[config.mk]
export PLATFORM = sky130hd
export DESIGN_NAME = mmio_bridge
export DESIGN_NICKNAME = d
export VERILOG_FILES = /design/src/rtl/mmio_bridge.sv
export SDC_FILE = /design/constraint.sdc
export NUM_CORES = 1
export LEC_CHECK = 0
export BUFFER_PORTS_ARGS = -buffer_cell sky130_fd_sc_hd__buf_4
export CAP_MARGIN = 20
export CORE_MARGIN = 2
export CORE_UTILIZATION = 47
export CTS_CLUSTER_SIZE = 28
export DETAILED_ROUTE_END_ITERATION = 12
export PLACE_DENSITY = 0.8
export SYNTH_ARGS = -nofsm -noshare
export SYNTH_HDL_FRONTEND = slang
export SYNTH_SLANG_ARGS = --single-unit
[constraint.sdc]
create_clock -name clk -period 2.7 [get_ports clk]
set_clock_uncertainty 0.1 [all_clocks]
set_input_delay 0.54 -clock clk [delete_from_list [all_inputs] [get_ports clk]]
set_output_delay 0.54 -clock clk [all_outputs]
set_load 0.03 [all_outputs]
[src/rtl/mmio_bridge.sv]
// ============================================================================
// Module   : mmio_bridge
// Brief    : Registered CPU-to-MMIO bridge with window/alignment decode and a
//            slave timeout. Define MMIO_BRIDGE_RMW_EN to enable partial stores
//            through a read-merge-write sequence.
// Revision : 1.0
// ============================================================================
`default_nettype none

`ifndef IO_BASE_ADDR
`define IO_BASE_ADDR 32'h4000_0000
`endif

module mmio_bridge #(
   parameter int          ADDR_W      = 32,
   parameter int          XLEN        = 32,
   parameter logic [31:0] IO_BASE     = `IO_BASE_ADDR,
   parameter logic [31:0] IO_SIZE     = 32'h100,
   parameter int          TIMEOUT_CYC = 64
) (
   input  logic              clk,
   input  logic              rst_n,
   input  logic              cpu_req,
   input  logic              cpu_we,
   input  logic [ADDR_W-1:0] cpu_addr,
   input  logic [XLEN-1:0]   cpu_wdata,
   input  logic [3:0]        cpu_be,
   output logic [XLEN-1:0]   cpu_rdata,
   output logic              cpu_ready,
   output logic              cpu_err,
   output logic              mmio_req,
   output logic              mmio_we,
   output logic [ADDR_W-1:0] mmio_addr,
   output logic [XLEN-1:0]   mmio_wdata,
   input  logic [XLEN-1:0]   mmio_rdata,
   input  logic              mmio_ready
);

   localparam int c_CNT_W = (TIMEOUT_CYC > 2) ? $clog2(TIMEOUT_CYC) : 1;

   typedef enum logic [1:0] {
      IDLE = 2'd0,
      RD   = 2'd1,
      WR   = 2'd2,
      RESP = 2'd3
   } state_t;

   state_t               r_state, w_state_nxt;
   logic [ADDR_W-1:0]    r_addr;
   logic [c_CNT_W-1:0]   r_cnt, w_cnt_nxt;
   logic                 w_req_nxt, w_we_nxt, w_ready_nxt, w_err_nxt, w_latch;
   logic [XLEN-1:0]      w_wdata_nxt, w_rdata_nxt, w_merged;
   logic [ADDR_W-1:0]    w_off;
   logic                 w_in_win, w_aligned, w_full, w_partial_err, w_rmw, w_timeout;

   // Unsigned offset wraps for addresses below the base, so one compare covers both ends.
   assign w_off     = cpu_addr - IO_BASE[ADDR_W-1:0];
   assign w_in_win  = (w_off < IO_SIZE[ADDR_W-1:0]);
   assign w_full    = (cpu_be == 4'b1111);
   assign w_timeout = (r_cnt == c_CNT_W'(TIMEOUT_CYC - 1));
   assign mmio_addr = {r_addr[ADDR_W-1:2], 2'b00};

   always_comb begin
      w_aligned = 1'b0;
      case (cpu_be)
         4'b1111, 4'b0011, 4'b1100,
         4'b0001, 4'b0010, 4'b0100, 4'b1000: w_aligned = 1'b1;
         default:                            w_aligned = 1'b0;
      endcase
   end

`ifdef MMIO_BRIDGE_RMW_EN
   logic [XLEN-1:0] r_wdata;
   logic [3:0]      r_be;
   logic            r_we;

   always_ff @(posedge clk or negedge rst_n) begin
      if (!rst_n) begin
         r_wdata <= '0;
         r_be    <= '0;
         r_we    <= 1'b0;
      end else if (w_latch) begin
         r_wdata <= cpu_wdata;
         r_be    <= cpu_be;
         r_we    <= cpu_we;
      end
   end

   // Only loads and partial stores pass through RD, so a latched store marks RMW.
   assign w_rmw         = r_we;
   assign w_partial_err = 1'b0;

   for (genvar i = 0; i < 4; i++) begin : g_merge
      assign w_merged[8*i +: 8] = r_be[i] ? r_wdata[8*i +: 8] : mmio_rdata[8*i +: 8];
   end
`else
   assign w_rmw         = 1'b0;
   assign w_partial_err = cpu_we & ~w_full;
   assign w_merged      = '0;
`endif

   always_comb begin
      w_state_nxt = r_state;
      w_req_nxt   = mmio_req;
      w_we_nxt    = mmio_we;
      w_wdata_nxt = mmio_wdata;
      w_rdata_nxt = cpu_rdata;
      w_ready_nxt = 1'b0;
      w_err_nxt   = 1'b0;
      w_cnt_nxt   = r_cnt;
      w_latch     = 1'b0;
      case (r_state)
         IDLE: begin
            if (cpu_req) begin
               w_latch = 1'b1;
               if (!w_in_win || !w_aligned || w_partial_err) begin
                  w_state_nxt = RESP;
                  w_ready_nxt = 1'b1;
                  w_err_nxt   = 1'b1;
                  w_rdata_nxt = '0;
               end else if (!cpu_we || !w_full) begin
                  w_state_nxt = RD;
                  w_req_nxt   = 1'b1;
                  w_we_nxt    = 1'b0;
                  w_cnt_nxt   = '0;
               end else begin
                  w_state_nxt = WR;
                  w_req_nxt   = 1'b1;
                  w_we_nxt    = 1'b1;
                  w_wdata_nxt = cpu_wdata;
                  w_cnt_nxt   = '0;
               end
            end
         end
         RD: begin
            if (mmio_ready) begin
               w_req_nxt = 1'b0;
               if (w_rmw) begin
                  w_state_nxt = WR;
                  w_we_nxt    = 1'b1;
                  w_wdata_nxt = w_merged;
                  w_cnt_nxt   = '0;
               end else begin
                  w_state_nxt = RESP;
                  w_ready_nxt = 1'b1;
                  w_rdata_nxt = mmio_rdata;
               end
            end else if (w_timeout) begin
               w_state_nxt = RESP;
               w_req_nxt   = 1'b0;
               w_ready_nxt = 1'b1;
               w_err_nxt   = 1'b1;
               w_rdata_nxt = '0;
            end else begin
               w_cnt_nxt = r_cnt + 1'b1;
            end
         end
         WR: begin
            // After the RMW read beat, mmio_req restarts here following one idle cycle.
            if (!mmio_req) begin
               w_req_nxt = 1'b1;
            end else if (mmio_ready || w_timeout) begin
               w_state_nxt = RESP;
               w_req_nxt   = 1'b0;
               w_we_nxt    = 1'b0;
               w_ready_nxt = 1'b1;
               w_err_nxt   = ~mmio_ready;
               w_rdata_nxt = '0;
            end else begin
               w_cnt_nxt = r_cnt + 1'b1;
            end
         end
         RESP: begin
            w_state_nxt = IDLE;
            w_rdata_nxt = '0;
         end
         default: w_state_nxt = IDLE;
      endcase
   end

   always_ff @(posedge clk or negedge rst_n) begin
      if (!rst_n) begin
         r_state    <= IDLE;
         r_addr     <= '0;
         r_cnt      <= '0;
         mmio_req   <= 1'b0;
         mmio_we    <= 1'b0;
         mmio_wdata <= '0;
         cpu_rdata  <= '0;
         cpu_ready  <= 1'b0;
         cpu_err    <= 1'b0;
      end else begin
         r_state    <= w_state_nxt;
         r_cnt      <= w_cnt_nxt;
         mmio_req   <= w_req_nxt;
         mmio_we    <= w_we_nxt;
         mmio_wdata <= w_wdata_nxt;
         cpu_rdata  <= w_rdata_nxt;
         cpu_ready  <= w_ready_nxt;
         cpu_err    <= w_err_nxt;
         if (w_latch) r_addr <= cpu_addr;
      end
   end

endmodule

`default_nettype wire

-- Yosys cells after proc, flatten, opt, wreduce, memory -nomap -nowiden
Index checks and enable logic that the tools add are counted.
Widths: inputs -> output; s select.
- register bits: 108
- input port bits: 105
- logic and storage cells: 104
- output and inout port bits: 100
- mux-type cells: 49
- add/sub/neg operators: 2
- reduce and logical (&&, ||, !) cells: 18
- magnitude comparators: 1
- bitwise gates (word level): 5
- eq/ne operators: 20
- operator list (operator ; number):
    $mux 32 ; 6
    $pmux 32 s4 ; 1
    $mux 6 ; 6
    $lt 32x9->1 const B ; 1
    $sub 32x31->32 const B ; 1
    $mux 1 ; 23
    $pmux 6 s3 ; 1
    $ne 2x2->1 const B ; 8
    $mux 2 ; 7
    $eq 4x4->1 const B ; 3
    $reduce_and 4->1 ; 3
    $reduce_and 5->1 ; 2
    $pmux 1 s3 ; 3
    $eq 4x2->1 const B ; 2
    $pmux 2 s4 ; 1
    $reduce_and 7->1 ; 1
    $reduce_or 7->1 ; 1
    $add 6x1->6 const B ; 1
    $eq 6x6->1 const B ; 1
    $eq 2x2->1 const B ; 2
    $eq 4x1->1 const B ; 1
    $eq 4x3->1 const B ; 1
    $logic_not 1->1 ; 4
    $logic_or 1x1->1 ; 4
    8 further kinds ; 11

-- Depth between registers and ports, before layout
- depth after elaboration: 9
- mapped depth: 8
- gate-level depth less buffers: 7

-- Worst setup path after synthesis
Ideal clock, no wire load.
- path kind: input -> register
- from: input port cpu_addr[15]
- to: register mmio_wdata[2]
- buffers on the path: 1
- cell stages on the path: 6
- data arrival time: 2.251 ns
- library setup time: 0.125 ns
- slack: 0.224 ns
- cells stage by stage: or4_1 -> nor3_2 -> nand3_2 -> nor3_4 -> buf_6 -> mux2_2
- cells in the longest elaborated chain, start to end: 7
- RTL lines (element ; line ; text):
    from (decl) ; 25 ; input logic [ADDR_W-1:0] cpu_addr,
    $sub 32x31->32 ; 57 ; assign w_off = cpu_addr - IO_BASE[ADDR_W-1:0];
    $lt 32x9->1 ; 58 ; assign w_in_win = (w_off < IO_SIZE[ADDR_W-1:0]);
    $logic_not 1->1 ; 116 ; if (!w_in_win || !w_aligned || w_partial_err) begin
    $logic_or 1x1->1 (2 in series) ; 116 ;
    $not 1->1 (no source line) ; n/a ;
    $reduce_and 4->1 (no source line) ; n/a ;
    to (signal assigned) ; 197 ; mmio_wdata <= w_wdata_nxt;
    to (decl) ; 34 ; output logic [XLEN-1:0] mmio_wdata,
Every way passes these cells.
A chain may end at the register's enable or synchronous reset.

-- Worst setup path after layout
- from: register r_cnt[0]
- to: register cpu_rdata[23]
- cells in the longest elaborated chain, start to end: 4
- RTL lines (element ; line ; text):
    from (decl) ; 50 ; logic [c_CNT_W-1:0] r_cnt, w_cnt_nxt;
    from (signal assigned) ; 194 ; r_cnt <= w_cnt_nxt;
    $eq 6x6->1 * ; 60 ; assign w_timeout = (r_cnt == c_CNT_W'(TIMEOUT_CYC - 1));
    $logic_or 1x1->1 ; 162 ; end else if (mmio_ready || w_timeout) begin
    $ne 2x2->1 (no source line) ; n/a ;
    $reduce_and 5->1 (no source line) * ; n/a ;
    to (signal assigned) ; 198 ; cpu_rdata <= w_rdata_nxt;
    to (decl) ; 28 ; output logic [XLEN-1:0] cpu_rdata,
Mark *: on every way between the ends. The rest lies on a longest branch, timed or not.

==> metrics.md <==
| Metric | Value |
|---|---|
| Terminus of the critical flop-to-flop path | `cpu_rdata[23]$_DFFE_PN0P_` |
| Clock root cell | `clkbuf_8` |
| Synth Cell Area | `0.00465 mm2` |
| Hold Violations, Final | `0` |
| Post_cts resized | `0` |
| Setup TNS | `0 ns` |
| Die area | `0.0107 mm2` |
| Hold-fix buffers, CTS | `0` |
| Fmax | `~0.41 GHz` |
| Hpwl dp | `approximately 8700 um` |
| Gpl congestion | `0.798` |
| CP Max Fanout | `7` |
| Post-synth cell types | `42` |
| GRT Overall Usage | `21.1%` |
| Reg clk slew, reported paths | `~0.090 ns` |
| Req. time, crit path | `approximately 2.9 ns` |
| Antenna Cells | `0` |
| Layout Area Growth over Synthesis | `41.3%` |
| Initial antenna violation count | `0` |
| Iteration count of the initial detailed-routing pass | `7` |
| H-tree Lvls | `3` |
| Fin. max-slew vios | `0` |
| Hold Path Class | `primary input to async pin` |
| CP arrival | `between 2 and 3 ns` |
| Total wire length | `11400 um` |
| Die height | `around 100 um` |
| Critical-path cell list | `ha_1, and2_1, a41oi_1, o22a_1, nor3_4, buf_4, mux2_2` |
| Post-Syn Instances | `341` |
| Residual DRC count | `0` |
| Vias in the first global route | `3578` |
| VDD IR max | `between 0.6 and 0.7 mV` |
| DP Area | `0.00636 mm2` |
| Register bit total from synthesis | `roughly 110` |
| First-pass GRT wire length | `between 15000 and 20000 um` |
| Buf/Inv on CP | `1` |
| Worst Hold Margin | `around 0.057 ns` |
| Max cap viols | `0` |
| Layout cells sized above 1 | `between 50% and 60%` |
| Initial Utilization | `48.0%` |
| Leak | `0.00348 uW` |
| Worst slew pin tran | `0.594 ns` |
| Slowest CP cell | `dfrtp_1` |
| Largest net degree at the start of global routing | `47` |
| # setup viols final | `0` |
| Crit path max-delay family | `simple AND/OR/NAND/NOR gates` |
| Post-placement setup slack | `-0.0780 ns` |
| Primary FF master, synth | `dfrtp_1` |
| CP Class | `flip-flop to flip-flop` |
| Slowest stage delay, CP | `0.38 ns` |
| Post-synth EDFFs | `0` |
| Period utilization | `around nine tenths` |
| CTS Sinks | `106` |
| Worst Reg-to-Reg Cells | `7` |
| DR iter-0 viols | `128` |
| Status | `completed` |
| CTS tree | `built` |
| Final instance area | `between 0.006 and 0.007 mm2` |
| Gr ovfl total | `0` |
| PortBufs | `200` |
| Total power | `between 6000 and 7000 uW` |
| CP Launch Type | `flip-flop` |
| Routed via count | `3502` |
| Post-CTS setup buffers | `0` |
| Die width | `103 um` |
| ANT nets after route | `0` |
| Slew headroom | `60.4%` |
| I/O pin total | `205` |
| Post-synthesis sequential area ratio | `57.0%` |
| Final min period | `~2.4 ns` |
| Pwr/cell area | `944 mW/mm2` |
| Worst reg2reg startpoint | `r_cnt[0]$_DFFE_PN0P_` |
| Crit. End Element | `flip-flop` |
| Core area | `~0.0097 mm2` |
| DR WL/cell | `16.5 um` |
| Clk_lat worst skew | `about 0.37 ns` |
| Post-synthesis area per instance | `13.6 um2` |
| Longest Clk Path Bufs | `2` |
| Synth warnings | `0` |
| Async SR Flop Fraction | `100%` |
| Drt via density | `5.10` |
| RSZ-0062 raised after global routing | `false` |
| Setup WS post-layout | `0.250 ns` |
| Worst R2R Setup Slack | `0.25 ns` |
| Post-layout net count | `659` |
| Placement row count | `36` |
| CTS Buf Count | `9` |
-- report_power, final --
group	switching (uW)	leakage, uW	internal (uW)
clock network	524	0.000109	545
logic	1600	0.00198	1280
registers	265	0.00140	2000
-- worst register-to-register path, delay by kind of cell (launching register included) --
kind | cells | cell delay, ns
AO/OA/AOI/OAI | 2 | 0.45
adder cells (fa/ha/maj) | 1 | 0.23
buffers and inverters | 1 | 0.24
flip-flops | 1 | 0.38
multiplexers | 1 | 0.35
AND/OR/NAND/NOR | 2 | 0.59
-- sequential cells by signal, summed over array words and instances, names as in the netlist --
register    flops
r_addr         30
mmio_req        1
r_cnt           6
cpu_rdata      32
r_state         2
mmio_we         1
cpu_err         1
cpu_ready       1
mmio_wdata     32
-- cell families (layout without fill, tap and decap cells) --
group,Yosys count,after routing,synth area share [%]
flip-flops,106,106,57.0
other,1,2,0.0806
AO/OA/AOI/OAI,31,31,4.44
multiplexers,97,97,23.6
buffers and inverters,24,236,3.07
adder cells (fa/ha/maj),5,5,1.34
AND/OR/NAND/NOR,77,77,10.4
-- cells in the mapped netlist (4+ instances only) --
cell / instances / area, um2
mux2_1: 7 / 78.8
buf_6: 6 / 67.6
o211ai_1: 6 / 45.0
nor2_1: 5 / 18.8
dfrtp_1: 106 / 2650
mux2_2: 88 / 991
nor4_1: 4 / 25.0
nand2_1: 10 / 37.5
o21ai_0: 9 / 45.0
nand3_1: 4 / 20.0
a21oi_1: 7 / 35.0
and3_1: 32 / 200
ha_1: 5 / 62.6
inv_1: 5 / 18.8
clkbuf_1: 8 / 30.0
-- metal layers --
layer	track usage, %	wire length [um]	part of all wire [%]
met5	0	0	0
met4	8.81	182	1.6
met3	7.19	1120	9.9
met2	35.8	5580	49
met1	24.5	4490	39
-- layout by cell type, fill, tap and decap left out, types with 2 or more instances in the layout --
master | netlist | routed
a21oi_1 | 7 | 7
a31oi_1 | 2 | 2
and3_1 | 32 | 32
and4_1 | 2 | 2
buf_12 | 0 | 3
buf_4 | 2 | 212
bufinv_16 | 0 | 2
clkbuf_8 | 0 | 10
clkinv_2 | 0 | 2
conb_1 | 1 | 2
dfrtp_1 | 106 | 106
ha_1 | 5 | 5
inv_1 | 5 | 5
mux2_1 | 7 | 7
mux2_2 | 88 | 88
mux2_4 | 2 | 2
nand2_1 | 10 | 10
nand3_1 | 4 | 4
nand4_1 | 2 | 2
nor2_1 | 5 | 5
nor3_4 | 1 | 2
nor4_1 | 4 | 4
o211ai_1 | 6 | 6
o21ai_0 | 9 | 9
o22a_1 | 2 | 2
or2_2 | 2 | 2
or4_1 | 3 | 3
-- worst max path at each step --
stage	startpoint	end	slack, ns	cells past startpoint
detailed placement	cpu_addr[15]	mmio_wdata[4]$_DFFE_PN0P_	-0.08	7
CTS	r_cnt[0]$_DFFE_PN0P_	cpu_rdata[23]$_DFFE_PN0P_	0.23	7
finish	r_cnt[0]$_DFFE_PN0P_	cpu_rdata[23]$_DFFE_PN0P_	0.25	7
floorplan	cpu_addr[15]	mmio_wdata[2]$_DFFE_PN0P_	0.22	6
global placement	cpu_addr[15]	mmio_wdata[3]$_DFFE_PN0P_	0.006	7
global route	r_cnt[1]$_DFFE_PN0P_	cpu_rdata[4]$_DFFE_PN0P_	0.06	7
-- metrics by stage --
step           utilization [%]  cells
6_report                  67.9    687
5_1_grt                   67.9    687
4_1_cts                   67.9    687
3_5_place_dp              65.6    671
3_3_place_gp              65.6    671
2_1_floorplan                -    342
-- area by class of cell --
cell class                 instances  area [um2]
sequential                       106        2650
fill                             711        3110
clock buffer                      11         141
clock inverter                     5        77.6
inverter                           5        18.8
timing repair buffer             215        1650
tap                              133         166
multi-input combinational        212        1870
Note: power is estimated with default switching activity, not from simulation.
